[src/rtl/hash_corner_fetch_if.sv]
// hash_corner_fetch_if
//   Bundles the request, table-write, feature-result and SRAM request/return
//   signals of hash_corner_fetch.
//   slave  : view of the fetch block (takes requests, drives the SRAM port)
//   master : view of the surrounding logic (issues requests, models the SRAM)
interface hash_corner_fetch_if #(
    parameter int DATA_WIDTH   = 8,
    parameter int ENCODE_WIDTH = 12,
    parameter int COORD_WIDTH  = ENCODE_WIDTH / 3
);
    // base-coordinate request
    logic                    req_valid;
    logic                    req_ready;
    logic [COORD_WIDTH-1:0]  req_x;
    logic [COORD_WIDTH-1:0]  req_y;
    logic [COORD_WIDTH-1:0]  req_z;
    // table-load write
    logic                    wr_valid;
    logic                    wr_ready;
    logic [ENCODE_WIDTH-1:0] wr_addr;
    logic [DATA_WIDTH-1:0]   wr_data;
    // packed corner features
    logic                    out_valid;
    logic                    out_ready;
    logic [8*DATA_WIDTH-1:0] out_feat;
    logic                    busy;
    // SRAM request / return
    logic                    sram_2_CEN;
    logic [ENCODE_WIDTH-1:0] sram_2_A;
    logic [DATA_WIDTH-1:0]   sram_2_D;
    logic                    sram_2_GWEN;
    logic [DATA_WIDTH-1:0]   sram_2_Q;

    modport slave (
        input  req_valid, req_x, req_y, req_z,
        output req_ready,
        input  wr_valid, wr_addr, wr_data,
        output wr_ready,
        output out_valid, out_feat, busy,
        input  out_ready,
        output sram_2_CEN, sram_2_A, sram_2_D, sram_2_GWEN,
        input  sram_2_Q
    );

    modport master (
        output req_valid, req_x, req_y, req_z,
        input  req_ready,
        output wr_valid, wr_addr, wr_data,
        input  wr_ready,
        input  out_valid, out_feat, busy,
        output out_ready,
        input  sram_2_CEN, sram_2_A, sram_2_D, sram_2_GWEN,
        output sram_2_Q
    );
endinterface

[src/rtl/hash_corner_fetch.sv]
// hash_corner_fetch
//   Takes one voxel base coordinate per transaction, issues the eight
//   trilinear-corner reads (corner c = {dz,dy,dx}) one per cycle, collects the
//   returned words after the fixed read latency and presents them packed as
//   out_feat[c*DATA_WIDTH +: DATA_WIDTH]. In IDLE it also forwards single-beat
//   table-load writes to the SRAM port.
//   clk, rst : clock, asynchronous active-high reset
//   bus      : hash_corner_fetch_if.slave (request / write / result / SRAM)
module hash_corner_fetch #(
    parameter int DATA_WIDTH   = 8,
    parameter int ENCODE_WIDTH = 12,
    parameter int COORD_WIDTH  = ENCODE_WIDTH / 3,
    parameter int RD_LATENCY   = 3
) (
    input logic                clk,
    input logic                rst,
    hash_corner_fetch_if.slave bus
);
    localparam int FW = 8 * DATA_WIDTH;

    typedef enum logic [1:0] {IDLE, ISSUE, DRAIN, DONE} state_t;

    state_t                  state_q, state_d;
    logic [3:0]              cnt_q, cnt_d;        // next corner to issue; 8 = all issued
    logic [COORD_WIDTH-1:0]  x_q, x_d, y_q, y_d, z_q, z_d;
    logic                    cen_q, cen_d;
    logic                    gwen_q, gwen_d;
    logic [ENCODE_WIDTH-1:0] a_q, a_d;
    logic [DATA_WIDTH-1:0]   d_q, d_d;
    logic [2:0]              corner_q, corner_d;  // corner index of the read on the port
    logic                    out_valid_q, out_valid_d;
    logic [FW-1:0]           out_feat_q, out_feat_d;
    logic [RD_LATENCY-1:0]       tag_vld_q, tag_vld_d;
    logic [RD_LATENCY-1:0][2:0]  tag_idx_q, tag_idx_d;

    logic       rd_on_port;
    logic       cap_vld;
    logic [2:0] cap_idx;

    // Address of corner c relative to base (x,y,z); each axis wraps silently.
    function automatic logic [ENCODE_WIDTH-1:0] corner_addr(
        input logic [2:0]             c,
        input logic [COORD_WIDTH-1:0] bx,
        input logic [COORD_WIDTH-1:0] by,
        input logic [COORD_WIDTH-1:0] bz
    );
        logic [COORD_WIDTH-1:0] ax, ay, az;
        ax = bx + COORD_WIDTH'(c[0]);
        ay = by + COORD_WIDTH'(c[1]);
        az = bz + COORD_WIDTH'(c[2]);
        return {az, ay, ax};
    endfunction

    // The tag enters the pipe from the registered request, so it lines up
    // with the SRAM's own input register: after RD_LATENCY more edges the
    // tag and the matching sram_2_Q are both valid in the same cycle.
    assign rd_on_port = !cen_q && gwen_q;
    assign cap_vld    = tag_vld_q[RD_LATENCY-1];
    assign cap_idx    = tag_idx_q[RD_LATENCY-1];

    always_comb begin
        tag_vld_d    = tag_vld_q;
        tag_idx_d    = tag_idx_q;
        tag_vld_d[0] = rd_on_port;
        tag_idx_d[0] = corner_q;
        for (int i = 1; i < RD_LATENCY; i++) begin
            tag_vld_d[i] = tag_vld_q[i-1];
            tag_idx_d[i] = tag_idx_q[i-1];
        end
    end

    // ---------------- state register ----------------
    always_ff @(posedge clk or posedge rst) begin
        if (rst) begin
            state_q     <= IDLE;
            cnt_q       <= '0;
            x_q         <= '0;
            y_q         <= '0;
            z_q         <= '0;
            cen_q       <= 1'b1;
            gwen_q      <= 1'b1;
            a_q         <= '0;
            d_q         <= '0;
            corner_q    <= '0;
            out_valid_q <= 1'b0;
            out_feat_q  <= '0;
            tag_vld_q   <= '0;
            tag_idx_q   <= '0;
        end else begin
            state_q     <= state_d;
            cnt_q       <= cnt_d;
            x_q         <= x_d;
            y_q         <= y_d;
            z_q         <= z_d;
            cen_q       <= cen_d;
            gwen_q      <= gwen_d;
            a_q         <= a_d;
            d_q         <= d_d;
            corner_q    <= corner_d;
            out_valid_q <= out_valid_d;
            out_feat_q  <= out_feat_d;
            tag_vld_q   <= tag_vld_d;
            tag_idx_q   <= tag_idx_d;
        end
    end

    // ---------------- next state ----------------
    always_comb begin
        state_d = state_q;
        case (state_q)
            IDLE:    if (bus.req_valid)                state_d = ISSUE;
            ISSUE:   if (cnt_q == 4'd8)                state_d = DRAIN;
            DRAIN:   if (cap_vld && cap_idx == 3'd7)   state_d = DONE;
            DONE:    if (bus.out_ready)                state_d = IDLE;
            default:                                   state_d = IDLE;
        endcase
    end

    // ---------------- outputs / datapath ----------------
    always_comb begin
        cnt_d       = cnt_q;
        x_d         = x_q;
        y_d         = y_q;
        z_d         = z_q;
        cen_d       = 1'b1;
        gwen_d      = 1'b1;
        a_d         = a_q;
        d_d         = d_q;      // held through reads
        corner_d    = corner_q;
        out_valid_d = out_valid_q;
        out_feat_d  = out_feat_q;

        if (cap_vld)
            out_feat_d[int'(cap_idx)*DATA_WIDTH +: DATA_WIDTH] = bus.sram_2_Q;

        case (state_q)
            IDLE: begin
                if (bus.req_valid) begin
                    x_d      = bus.req_x;
                    y_d      = bus.req_y;
                    z_d      = bus.req_z;
                    cen_d    = 1'b0;
                    a_d      = corner_addr(3'd0, bus.req_x, bus.req_y, bus.req_z);
                    corner_d = 3'd0;
                    cnt_d    = 4'd1;
                end else if (bus.wr_valid) begin
                    cen_d  = 1'b0;
                    gwen_d = 1'b0;
                    a_d    = bus.wr_addr;
                    d_d    = bus.wr_data;
                end
            end
            ISSUE: begin
                if (cnt_q != 4'd8) begin
                    cen_d    = 1'b0;
                    a_d      = corner_addr(cnt_q[2:0], x_q, y_q, z_q);
                    corner_d = cnt_q[2:0];
                    cnt_d    = cnt_q + 4'd1;
                end
            end
            DRAIN: begin
                if (cap_vld && cap_idx == 3'd7)
                    out_valid_d = 1'b1;
            end
            DONE: begin
                if (bus.out_ready) begin
                    out_valid_d = 1'b0;
                    cnt_d       = '0;
                end
            end
            default: ;
        endcase
    end

    assign bus.req_ready   = (state_q == IDLE);
    assign bus.wr_ready    = (state_q == IDLE) && !bus.req_valid;
    assign bus.busy        = (state_q != IDLE);
    assign bus.out_valid   = out_valid_q;
    assign bus.out_feat    = out_feat_q;
    assign bus.sram_2_CEN  = cen_q;
    assign bus.sram_2_GWEN = gwen_q;
    assign bus.sram_2_A    = a_q;
    assign bus.sram_2_D    = d_q;
endmodule

[src/flat_wrapper.sv]
// flat-port wrapper written by rule: the top's interface ports become plain ports
module hash_corner_fetch_flat 
#(
    parameter int DATA_WIDTH   = 8,
    parameter int ENCODE_WIDTH = 12,
    parameter int COORD_WIDTH  = ENCODE_WIDTH / 3,
    parameter int RD_LATENCY   = 3
)
  (clk, rst, bus_req_valid, bus_req_x, bus_req_y, bus_req_z, bus_req_ready, bus_wr_valid, bus_wr_addr, bus_wr_data, bus_wr_ready, bus_out_valid, bus_out_feat, bus_busy, bus_out_ready, bus_sram_2_CEN, bus_sram_2_A, bus_sram_2_D, bus_sram_2_GWEN, bus_sram_2_Q);
  hash_corner_fetch_if #(.DATA_WIDTH(DATA_WIDTH), .ENCODE_WIDTH(ENCODE_WIDTH), .COORD_WIDTH(COORD_WIDTH)) bus_i ();
  input logic clk;
  input logic rst;
  input wire logic [$bits(bus_i.req_valid)-1:0] bus_req_valid;
  input wire logic [$bits(bus_i.req_x)-1:0] bus_req_x;
  input wire logic [$bits(bus_i.req_y)-1:0] bus_req_y;
  input wire logic [$bits(bus_i.req_z)-1:0] bus_req_z;
  output wire logic [$bits(bus_i.req_ready)-1:0] bus_req_ready;
  input wire logic [$bits(bus_i.wr_valid)-1:0] bus_wr_valid;
  input wire logic [$bits(bus_i.wr_addr)-1:0] bus_wr_addr;
  input wire logic [$bits(bus_i.wr_data)-1:0] bus_wr_data;
  output wire logic [$bits(bus_i.wr_ready)-1:0] bus_wr_ready;
  output wire logic [$bits(bus_i.out_valid)-1:0] bus_out_valid;
  output wire logic [$bits(bus_i.out_feat)-1:0] bus_out_feat;
  output wire logic [$bits(bus_i.busy)-1:0] bus_busy;
  input wire logic [$bits(bus_i.out_ready)-1:0] bus_out_ready;
  output wire logic [$bits(bus_i.sram_2_CEN)-1:0] bus_sram_2_CEN;
  output wire logic [$bits(bus_i.sram_2_A)-1:0] bus_sram_2_A;
  output wire logic [$bits(bus_i.sram_2_D)-1:0] bus_sram_2_D;
  output wire logic [$bits(bus_i.sram_2_GWEN)-1:0] bus_sram_2_GWEN;
  input wire logic [$bits(bus_i.sram_2_Q)-1:0] bus_sram_2_Q;
  assign bus_i.req_valid = bus_req_valid;
  assign bus_i.req_x = bus_req_x;
  assign bus_i.req_y = bus_req_y;
  assign bus_i.req_z = bus_req_z;
  assign bus_req_ready = bus_i.req_ready;
  assign bus_i.wr_valid = bus_wr_valid;
  assign bus_i.wr_addr = bus_wr_addr;
  assign bus_i.wr_data = bus_wr_data;
  assign bus_wr_ready = bus_i.wr_ready;
  assign bus_out_valid = bus_i.out_valid;
  assign bus_out_feat = bus_i.out_feat;
  assign bus_busy = bus_i.busy;
  assign bus_i.out_ready = bus_out_ready;
  assign bus_sram_2_CEN = bus_i.sram_2_CEN;
  assign bus_sram_2_A = bus_i.sram_2_A;
  assign bus_sram_2_D = bus_i.sram_2_D;
  assign bus_sram_2_GWEN = bus_i.sram_2_GWEN;
  assign bus_i.sram_2_Q = bus_sram_2_Q;
  hash_corner_fetch #(.DATA_WIDTH(DATA_WIDTH), .ENCODE_WIDTH(ENCODE_WIDTH), .COORD_WIDTH(COORD_WIDTH), .RD_LATENCY(RD_LATENCY)) u_core (.clk(clk), .rst(rst), .bus(bus_i));
endmodule
[config.mk]
export PLATFORM = sky130hd
export DESIGN_NAME = hash_corner_fetch_flat
export DESIGN_NICKNAME = d
export VERILOG_FILES = /design/src/rtl/hash_corner_fetch_if.sv /design/src/rtl/hash_corner_fetch.sv /design/src/flat_wrapper.sv
export SDC_FILE = /design/constraint.sdc
export NUM_CORES = 1
export LEC_CHECK = 0
export ABC_AREA = 1
export CAP_MARGIN = 25
export CORE_ASPECT_RATIO = 1.4
export CORE_UTILIZATION = 45
export DETAILED_ROUTE_END_ITERATION = 12
export PLACE_DENSITY = 0.83
export SLEW_MARGIN = 20
export SYNTH_ARGS = -nofsm -noshare
export SYNTH_HDL_FRONTEND = slang
export SYNTH_SLANG_ARGS = --single-unit
[constraint.sdc]
create_clock -name clk -period 5.04 [get_ports clk]
set_clock_uncertainty 0.05 [all_clocks]
set_input_delay 1.512 -clock clk [delete_from_list [all_inputs] [get_ports clk]]
set_output_delay 1.512 -clock clk [all_outputs]
set_load 0.02 [all_outputs]
==> flow_summary.toml, run 1 <==
[flow_run]
maxCapViolCount = 0

[detailed_routing]
drtIter0Drc = 243
wl_per_cell_um = 15.8
route.detailed.drc = 0
drt-total-wl_um = 13800
ant_nets = 0
vias = 4622
via_per_inst = 5.29
first_pass_iters = 5

[yosys]
async_flop_share_pct = 100
syn_area_per_cell_um2 = 9.11
ys_warn_count = 0
netlist_area_um2 = 5280
synth-seq-area-share_pct = 56.9
synth_edf_count = 0
ys_ff_latch = 120
synth_flop_cell = "dfrtp_1"
synth_cells = 579
synth_cell_types = 32
syn-num-nets = 641

[global_route]
grt_first_pass_wirelength_um = 22000
grt_overflow_total = 0
antenna_found_initial = 0
grt_use_total_pct = 23.7
grt_pass1_vias = 4668
grt_max_degree = 76

[critical_path]
cp.arrival_ps = 3060
crit_type = "in2out"
critical_path_required_ps = 3480
crit_path_start_kind = "primary input"
cp-end-kind = "output port"
worst-path-max-fanout = 10

[sta]
hold_ws_ps = 294
rsz0062_at_grt = "no"
setup-violations-final = 0
maxSlewViolCount = 0
maxSlewHeadroom_pct = 51.4
fmax_mhz = 216
fin_setup_tns_ps = 0
period_needed_ps = 4620
tightest_slew_ps = 728
hold_viol_final = 0
post-route-period-util_pct = 91.7

[clocking]
tritoncts = "yes"
clk_pin_slew_ps = 50
cts_setup_buffers = 0
h-tree-depth = 4
clock_sinks = 120
cts-root-buf = "clkbuf_16"
clk_latency_ps = 410
cts_max_path_buffers = 2
cts_made_buffers = 17
cts_resized = 0
ctsHoldBuffers = 0

[layout]
drive_gt1_share_pct = 9.60
layout_common_cells = "nand2_1, clkdlybuf4s50_1, dfrtp_1"
fill_cells = 881
multi_input_area_um2 = 2020
postLayoutCellArea_um2 = 7340
areaGrowthSynthToFinish_pct = 39.1
final_core_util_pct = 64.4
regArea_um2 = 3010
antenna_cells = 0
final_nets = 779
mostFrequentLayoutCell = "nand2_1"

[power_and_ir_drop]
powerDensity_nw_per_um2 = 619
ir_worst_vdd_v = 0.000391
p_leak_nw = 3.43

[die]
rows = 46
die_w_um = 93.5
dieArea_um2 = 12200
die_h_um = 130
io_pins = 135
core_um2 = 11400
initial_core_util_pct = 46.3

[status]
run_status = "completed"

[placement]
placed_cell_area_um2 = 6730
numPortBuffers = 134
place.gp.congestion = 0.887
dpl.hpwl_um = 9920

[hold_path]
hold_path.class = "reg2reg"
==> Yosys cell counts, types with 2 or more instances <==
master   number  area, um2
buf_6         2       22.5
nand4_2       5       62.6
nand3_1      37        185
nand2_1     207        777
o21ai_1       7       35.0
inv_1        36        135
o21ai_2       8       70.1
inv_2         6       22.5
buf_2        12       60.1
nor2_2        2       12.5
nand4_1       5       31.3
nor2_1       20       75.1
dfstp_2       2       52.6
mux2_2        6       67.6
nor2_4        3       33.8
ha_1         17        213
nand3_2       2       20.0
a31oi_1       6       37.5
dfrtp_1     118       2950
a21oi_1       9       45.0
o21ai_0      58        290
==> critical path: stages <==
cell and delay (ps):
clkdlybuf4s50_1 430, inv_2 120, nand2_1 140, inv_2 190, clkdlybuf4s50_1 650
==> final timing paths <==
path                            slack [ps]                start                      to  cells past startpoint
worst max-delay path                   420        bus_req_valid            bus_wr_ready                      5
worst min-delay path                   290  u_core.tag_idx_d[8]       u_core.cap_idx[2]                      0
worst max register to register        2710    u_core.state_q[1]  u_core.bus.sram_2_A[6]                      8
worst min register to register         290  u_core.tag_idx_d[8]       u_core.cap_idx[2]                      0
max in group asynchronous             2650                  rst      u_core.corner_q[2]                      3
min in group asynchronous             1480                  rst  u_core.bus.sram_2_D[4]                      2
==> registers in the layout, summed over array words and instances, names as in the netlist <==
signal and count:
u_core.bus.out_valid 1, u_core.x_q 4, u_core.z_q 4, u_core.bus.sram_2_A 12
u_core.y_q 4, u_core.cnt_q 4, u_core.bus.sram_2_GWEN 1, u_core.tag_vld_q 3
u_core.corner_q 3, u_core.cap_idx 3, u_core.tag_idx_d 6, u_core.bus.sram_2_D 8
u_core.bus.sram_2_CEN 1, u_core.bus.out_feat 64, u_core.state_q 2
==> cell families (layout without fill, tap and decap cells) <==
logic type / Yosys count / in the layout / synth area share [%]
AND/OR/NAND/NOR: 285 / 285 / 23.2
multiplexers: 6 / 6 / 1.28
flip-flops: 120 / 120 / 56.9
XOR/XNOR: 1 / 1 / 0.166
adder cells (fa/ha/maj): 17 / 17 / 4.03
buffers and inverters: 59 / 209 / 4.84
AO/OA/AOI/OAI: 91 / 91 / 9.51
==> power by group <==
part,switching (W),total (W),internal [W]
registers,0.000222,0.00150,0.00128
logic,0.00108,0.00179,0.000714
clock network,0.000427,0.00125,0.000821
==> stage by stage <==
step | total power [W] | setup WS [ps] | std cells
final | 0.00454 | 419 | 873
after global routing | 0.00480 | 330 | 873
after CTS | 0.00455 | 434 | 873
after detailed placement | 0.00328 | 434 | 842
after global placement | 0.00320 | 461 | 842
after floorplan | 0.00255 | 295 | 579
==> cell type report <==
class	count	area share (%)
sequential	120	40.9
multi-input combinational	400	27.5
timing repair buffer	136	18.6
clock buffer	18	5.85
tap	144	2.45
clock inverter	13	2.44
inverter	42	2.18
==> per-layer routing <==
metal  global-route usage [%]  part of all wire [%]  vias to the layer above
met5                        0                     0                        -
met1                     25.7                    37                     2177
met4                     15.1                   5.4                        0
met2                     41.2                    51                      241
met3                     5.89                   6.8                       47
li1                         -                     -                     2157
Power figures use the tool's default switching activity.
==> run 2, diff against run 1 <==
Settings changed: CORE_MARGIN set to 2, GPL_ROUTABILITY_DRIVEN set to 0, PLACE_DENSITY 0.83 to 0.79.
==> run 2 against run 1 <==
Non-clock buffer count grew 1. Sequential share of layout area grew 0.26 points. Die area grew 3.7%. Fmax grew 0.27%. Cell count grew 0.23%. Critical endpoint unchanged. Largest cell class unchanged. Highest routed layer unchanged.
==> flow_summary.toml, run 2 (synthesis results as in run 1) <==
[sta]
fmax_mhz = 217
rsz0062_at_grt = "no"
setup-violations-final = 0
fin_setup_tns_ps = 0
maxSlewViolCount = 0
post-route-period-util_pct = 91.4
hold_viol_final = 0
period_needed_ps = 4610
tightest_slew_ps = 800
maxSlewHeadroom_pct = 46.6

[placement]
dpl.hpwl_um = 10000
numPortBuffers = 134

[detailed_routing]
drtIter0Drc = 221
route.detailed.drc = 0
vias = 4548
ant_nets = 0
drt-total-wl_um = 13500
via_per_inst = 5.20
wl_per_cell_um = 15.4
first_pass_iters = 5

[layout]
largest_reg_flops = 64
layout_common_cells = "nand2_1, clkdlybuf4s50_1, dfrtp_1"
antenna_cells = 0
final_nets = 780
mostFrequentLayoutCell = "nand2_1"
areaGrowthSynthToFinish_pct = 38.2
drive_gt1_share_pct = 9.85
final_core_util_pct = 64.0

[power_and_ir_drop]
power_frac_seq_pct = 34.0
combPwrFrac_pct = 40.2
p_leak_nw = 3.40
internal-power_w = 0.00269
clkPwrFrac_pct = 25.7
switching_share_pct = 39.1
power_switching_w = 0.00172
ir_worst_vdd_v = 0.000463
powerDensity_nw_per_um2 = 604

[critical_path]
cp-end-kind = "output port"
crit_type = "in2out"
crit_path_start_kind = "primary input"
cp.arrival_ps = 3050
critical_path_required_ps = 3480
worst-path-max-fanout = 10

[global_route]
grt_first_pass_wirelength_um = 22400
grt_use_total_pct = 23.0
grt_overflow_total = 0
grt_pass1_vias = 4592
antenna_found_initial = 0
grt_max_degree = 69

[die]
rows = 46
core_um2 = 11400
io_pins = 135
die_h_um = 132
dieArea_um2 = 12600
initial_core_util_pct = 46.3
die_w_um = 95.5

[clocking]
h-tree-depth = 4
tritoncts = "yes"
cts_setup_buffers = 0
clock_sinks = 120
ctsHoldBuffers = 0
cts_resized = 0
cts_made_buffers = 17
clk_latency_ps = 410
clk_pin_slew_ps = 50
cts_max_path_buffers = 2
cts-root-buf = "clkbuf_16"

[flow_run]
maxCapViolCount = 0

[status]
run_status = "completed"

[hold_path]
hold_path.class = "reg2reg"
run 2: cell count changes in the layout (fill, tap and decap cells not counted), sizes merged:
cell	change
buf	+1
bufinv	-3
clkbuf	+1
clkinvlp	+2
inv	+1
run 2: area by class of cell:
class / instances / area, um2
clock inverters: 13 / 124
repair buffers: 137 / 1360
inverters: 42 / 160
flip-flops and latches: 120 / 3010
well taps: 144 / 180
clock buffers: 19 / 443
fillers: 895 / 4100
multi-input cells: 400 / 2020
run 2: critical path: stages:
cell,delay (ps)
clkdlybuf4s50_1,430
inv_2,120
nand2_1,160
inv_2,190
clkdlybuf4s50_1,630
run 2: power by group through the flow:
stage	logic (W)	clock network [W]	registers (W)
finish	0.00177	0.00113	0.00150
global route	0.00195	0.00120	0.00154
CTS	0.00178	0.00115	0.00150
detailed placement	0.00176	0	0.00151
global placement	0.00171	0	0.00149
floorplan	0.000836	0	0.00171
run 2: per-stage QoR:
step                      total power [W]  hold slack (ps)  cell area [um2]  setup WS [ps]  std cells
final                             0.00441              295             7290            431        875
after global routing              0.00468              300             7290            336        875
after CTS                         0.00443              297             7290            436        875
after detailed placement          0.00327              285             6730            439        843
after global placement            0.00320              286             6730            450        843
after floorplan                   0.00255              281             5280            295        579
run 2: final timing paths:
check                                    start                endpoint  slack [ps]  depth (start not counted)
max in group asynchronous                  rst   u_core.bus.sram_2_CEN        2450                          3
max                              bus_req_valid            bus_wr_ready         430                          5
min in group asynchronous                  rst  u_core.bus.sram_2_D[2]        1570                          2
min                        u_core.tag_vld_q[1]     u_core.tag_vld_q[2]         290                          0
min reg2reg                u_core.tag_vld_q[1]     u_core.tag_vld_q[2]         290                          0
max reg2reg                  u_core.state_q[1]  u_core.bus.sram_2_A[8]        2740                          8
run 2: layer usage:
metal	track usage (%)	share of wire (%)	up-vias
li1	-	-	2163
met1	25.2	36	2167
met2	39.9	54	190
met3	6.80	6.7	28
met4	10.7	3.4	0
met5	0	0	-
==> variant (settings of run 1) <==
`ENCODE_WIDTH` is set to 12 in 3 places; all go to 6.
--- a/src/rtl/hash_corner_fetch_if.sv
+++ b/src/rtl/hash_corner_fetch_if.sv
@@ -5,7 +5,7 @@
 //   master : view of the surrounding logic (issues requests, models the SRAM)
 interface hash_corner_fetch_if #(
     parameter int DATA_WIDTH   = 8,
-    parameter int ENCODE_WIDTH = 12,
+    parameter int ENCODE_WIDTH = 6,
     parameter int COORD_WIDTH  = ENCODE_WIDTH / 3
 );
     // base-coordinate request
--- a/src/rtl/hash_corner_fetch.sv
+++ b/src/rtl/hash_corner_fetch.sv
@@ -8,7 +8,7 @@
 //   bus      : hash_corner_fetch_if.slave (request / write / result / SRAM)
 module hash_corner_fetch #(
     parameter int DATA_WIDTH   = 8,
-    parameter int ENCODE_WIDTH = 12,
+    parameter int ENCODE_WIDTH = 6,
     parameter int COORD_WIDTH  = ENCODE_WIDTH / 3,
     parameter int RD_LATENCY   = 3
 ) (
--- a/src/flat_wrapper.sv
+++ b/src/flat_wrapper.sv
@@ -2,7 +2,7 @@
 module hash_corner_fetch_flat 
 #(
     parameter int DATA_WIDTH   = 8,
-    parameter int ENCODE_WIDTH = 12,
+    parameter int ENCODE_WIDTH = 6,
     parameter int COORD_WIDTH  = ENCODE_WIDTH / 3,
     parameter int RD_LATENCY   = 3
 )
Interface: changed (5 resized); port bits go from 135 to 117. The function was not compared with the original's and may differ.
==> variant against run 1 <==
Synthesized area fell by 7.3%; routed wire length fell by 13%; sequential cell count fell by 12; design area fell by 13%; core utilization fell by 3.1 points; worst setup slack got worse by 0.0089 ns; critical endpoint unchanged; cell count fell by 5.5%; critical path depth did not move; hold slack barely moved; power fell by 24%.
==> variant: results (changes against run 1) <==
* Standard cell with the maximum stage delay on the critical path: sky130_fd_sc_hd__clkdlybuf4s50_1 (unchanged)
* Post-synthesis sequential area ratio at 55.3% (was 56.9%)
* Pin count of the biggest net entering global routing at 54 (was 76)
* Post-CTS setup buffer count at 0 (unchanged)
* Cts repair resizes at 0 (unchanged)
* Placed cell areas at 6150 µm² (was 6730 µm²)
* Largest register FFs at 64 (unchanged)
* Iteration-0 DRC Markers at 241 (was 243)
* Hpwl dp at 8890 µm (was 9920 µm)
* Global-route wire length before repair at 19,900 µm (was 22,000 µm)
* Via count of the first global-routing pass at 4,200 (was 4,668)
* Vias at 4,314 (was 4,622)
* Total wire length after detailed routing at 11,900 µm (was 13,800 µm)
* Status: finished, final reports clean (unchanged)
* Pre-Repair DR Iteration Count at 5 (unchanged)
* Number of levels the H-tree was split into at 3 (was 4)
* Synth warnings at 0 (unchanged)
* Filler Cells Inserted at 895 (was 881)
* CTS clk-pin slew, worst paths at 0.07 ns (was 0.05 ns)
* Post-Synthesis Net Count at 620 (was 641)
* Critical path's largest stage delay at around 0.64 ns
* Number of buffers created by CTS at 9 (was 17)
* Most frequent cells after synthesis: sky130_fd_sc_hd__nand2_1, sky130_fd_sc_hd__dfrtp_1, sky130_fd_sc_hd__o21ai_0 (unchanged)
* Biggest fanout along the worst timing path at 10 (unchanged)
* Count of buffers from port buffering at 116 (was 134)
* Fraction of layout instances using a drive strength above 1 at 5.53% (was 9.60%)
* Count of different cell masters after synthesis at 23 (was 32)
* Combined global-route utilization of all metal layers at 21.9% (was 23.7%)
* Inserted Diodes at 0 (unchanged)
* Maximum vdd drop at 0.337 mV (was 0.391 mV)
* Buffer cell driving the clock tree root: sky130_fd_sc_hd__clkbuf_16 (unchanged)
* Final layout net count at 729 (was 779)
* Worst skew pair latency at 0.34 ns (was 0.41 ns)
* Net switching power at 1.41 mW (was 1.73 mW)
* Global placer's final weighted congestion at 0.860 (was 0.887)
* Arrival time of the worst setup path at 3.07 ns (was 3.06 ns)
* Static leakage at 2.97 nW (was 3.43 nW)
* Synth top area cells: sky130_fd_sc_hd__dfrtp_1, sky130_fd_sc_hd__nand2_1, sky130_fd_sc_hd__o21ai_0, sky130_fd_sc_hd__nand4_1, sky130_fd_sc_hd__ha_1 (was sky130_fd_sc_hd__dfrtp_1, sky130_fd_sc_hd__nand2_1, sky130_fd_sc_hd__o21ai_0, sky130_fd_sc_hd__ha_1, sky130_fd_sc_hd__nand3_1)
* Transition time of the tightest slew-check pin at 0.965 ns (was 0.728 ns)
variant: per-stage QoR:
stage               power (mW)  util (%)  cells  hold slack [ns]  worst slack (ns)
floorplan                 2.19         -    573            0.281             0.636
global placement          2.74      58.8    809            0.286             0.462
detailed placement        2.81      58.8    809            0.285             0.416
CTS                       3.46      61.4    825            0.302             0.411
global route              3.66      61.4    825            0.303             0.322
finish                    3.45      61.4    825            0.295             0.410
variant: area by class of cell:
| cell class | count | area, µm² | area share (%) |
|---|---|---|---|
| clock buffer | 11 | 233 | 3.63 |
| clock inverter | 5 | 37.5 | 0.585 |
| inverter | 44 | 168 | 2.61 |
| multi-input combinational | 400 | 1920 | 29.9 |
| sequential | 108 | 2710 | 42.2 |
| tap | 138 | 173 | 2.69 |
| timing repair buffer | 119 | 1180 | 18.4 |
variant: path summary, 6_finish.rpt:
| path | start | end | cells past startpoint | slack (ns) |
|---|---|---|---|---|
| max in group asynchronous | rst | u_core.bus.out_feat[5] | 3 | 2.53 |
| worst min register to register | u_core.tag_idx_d[6] | u_core.cap_idx[0] | 0 | 0.29 |
| worst max-delay path | bus_req_valid | bus_wr_ready | 5 | 0.41 |
| worst min-delay path | u_core.tag_idx_d[6] | u_core.cap_idx[0] | 0 | 0.29 |
| worst max register to register | u_core.cap_idx[0] | u_core.bus.out_feat[40] | 7 | 1.40 |
| min in group asynchronous | rst | u_core.bus.out_feat[45] | 2 | 1.56 |
variant: kinds of logic (layout without fill, tap and decap cells):
kind of cell             Yosys count  after routing  share of synthesized area, %
AO/OA/AOI/OAI                     59             59                          6.03
flip-flops                       108            108                          55.3
buffers and inverters             65            179                          5.55
AND/OR/NAND/NOR                  324            324                          28.9
adder cells (fa/ha/maj)           14             14                          3.58
multiplexers                       3              3                         0.690
variant: power by group through the flow:
stage | logic, mW | clock network, mW | registers (mW)
6_report | 1.49 | 0.645 | 1.31
5_1_grt | 1.64 | 0.677 | 1.35
2_1_floorplan | 0.707 | 0 | 1.48
4_1_cts | 1.49 | 0.651 | 1.31
3_5_place_dp | 1.48 | 0 | 1.32
3_3_place_gp | 1.43 | 0 | 1.31
variant: worst register-to-register path: cells and delay by family (launching register included):
kind | cells | cell delay, ns
simple gates | 2 | 0.74
compound gates | 1 | 0.09
buf+inv | 2 | 0.70
fa+ha+maj | 2 | 0.93
flops | 1 | 0.98
variant: routing by layer:
metal	share of wire, %	track usage [%]	up-vias
li1	-	-	2074
met1	38	24.3	2024
met2	53	40.5	181
met3	5.4	3.89	35
met4	3.2	9.96	0
met5	0	0	-
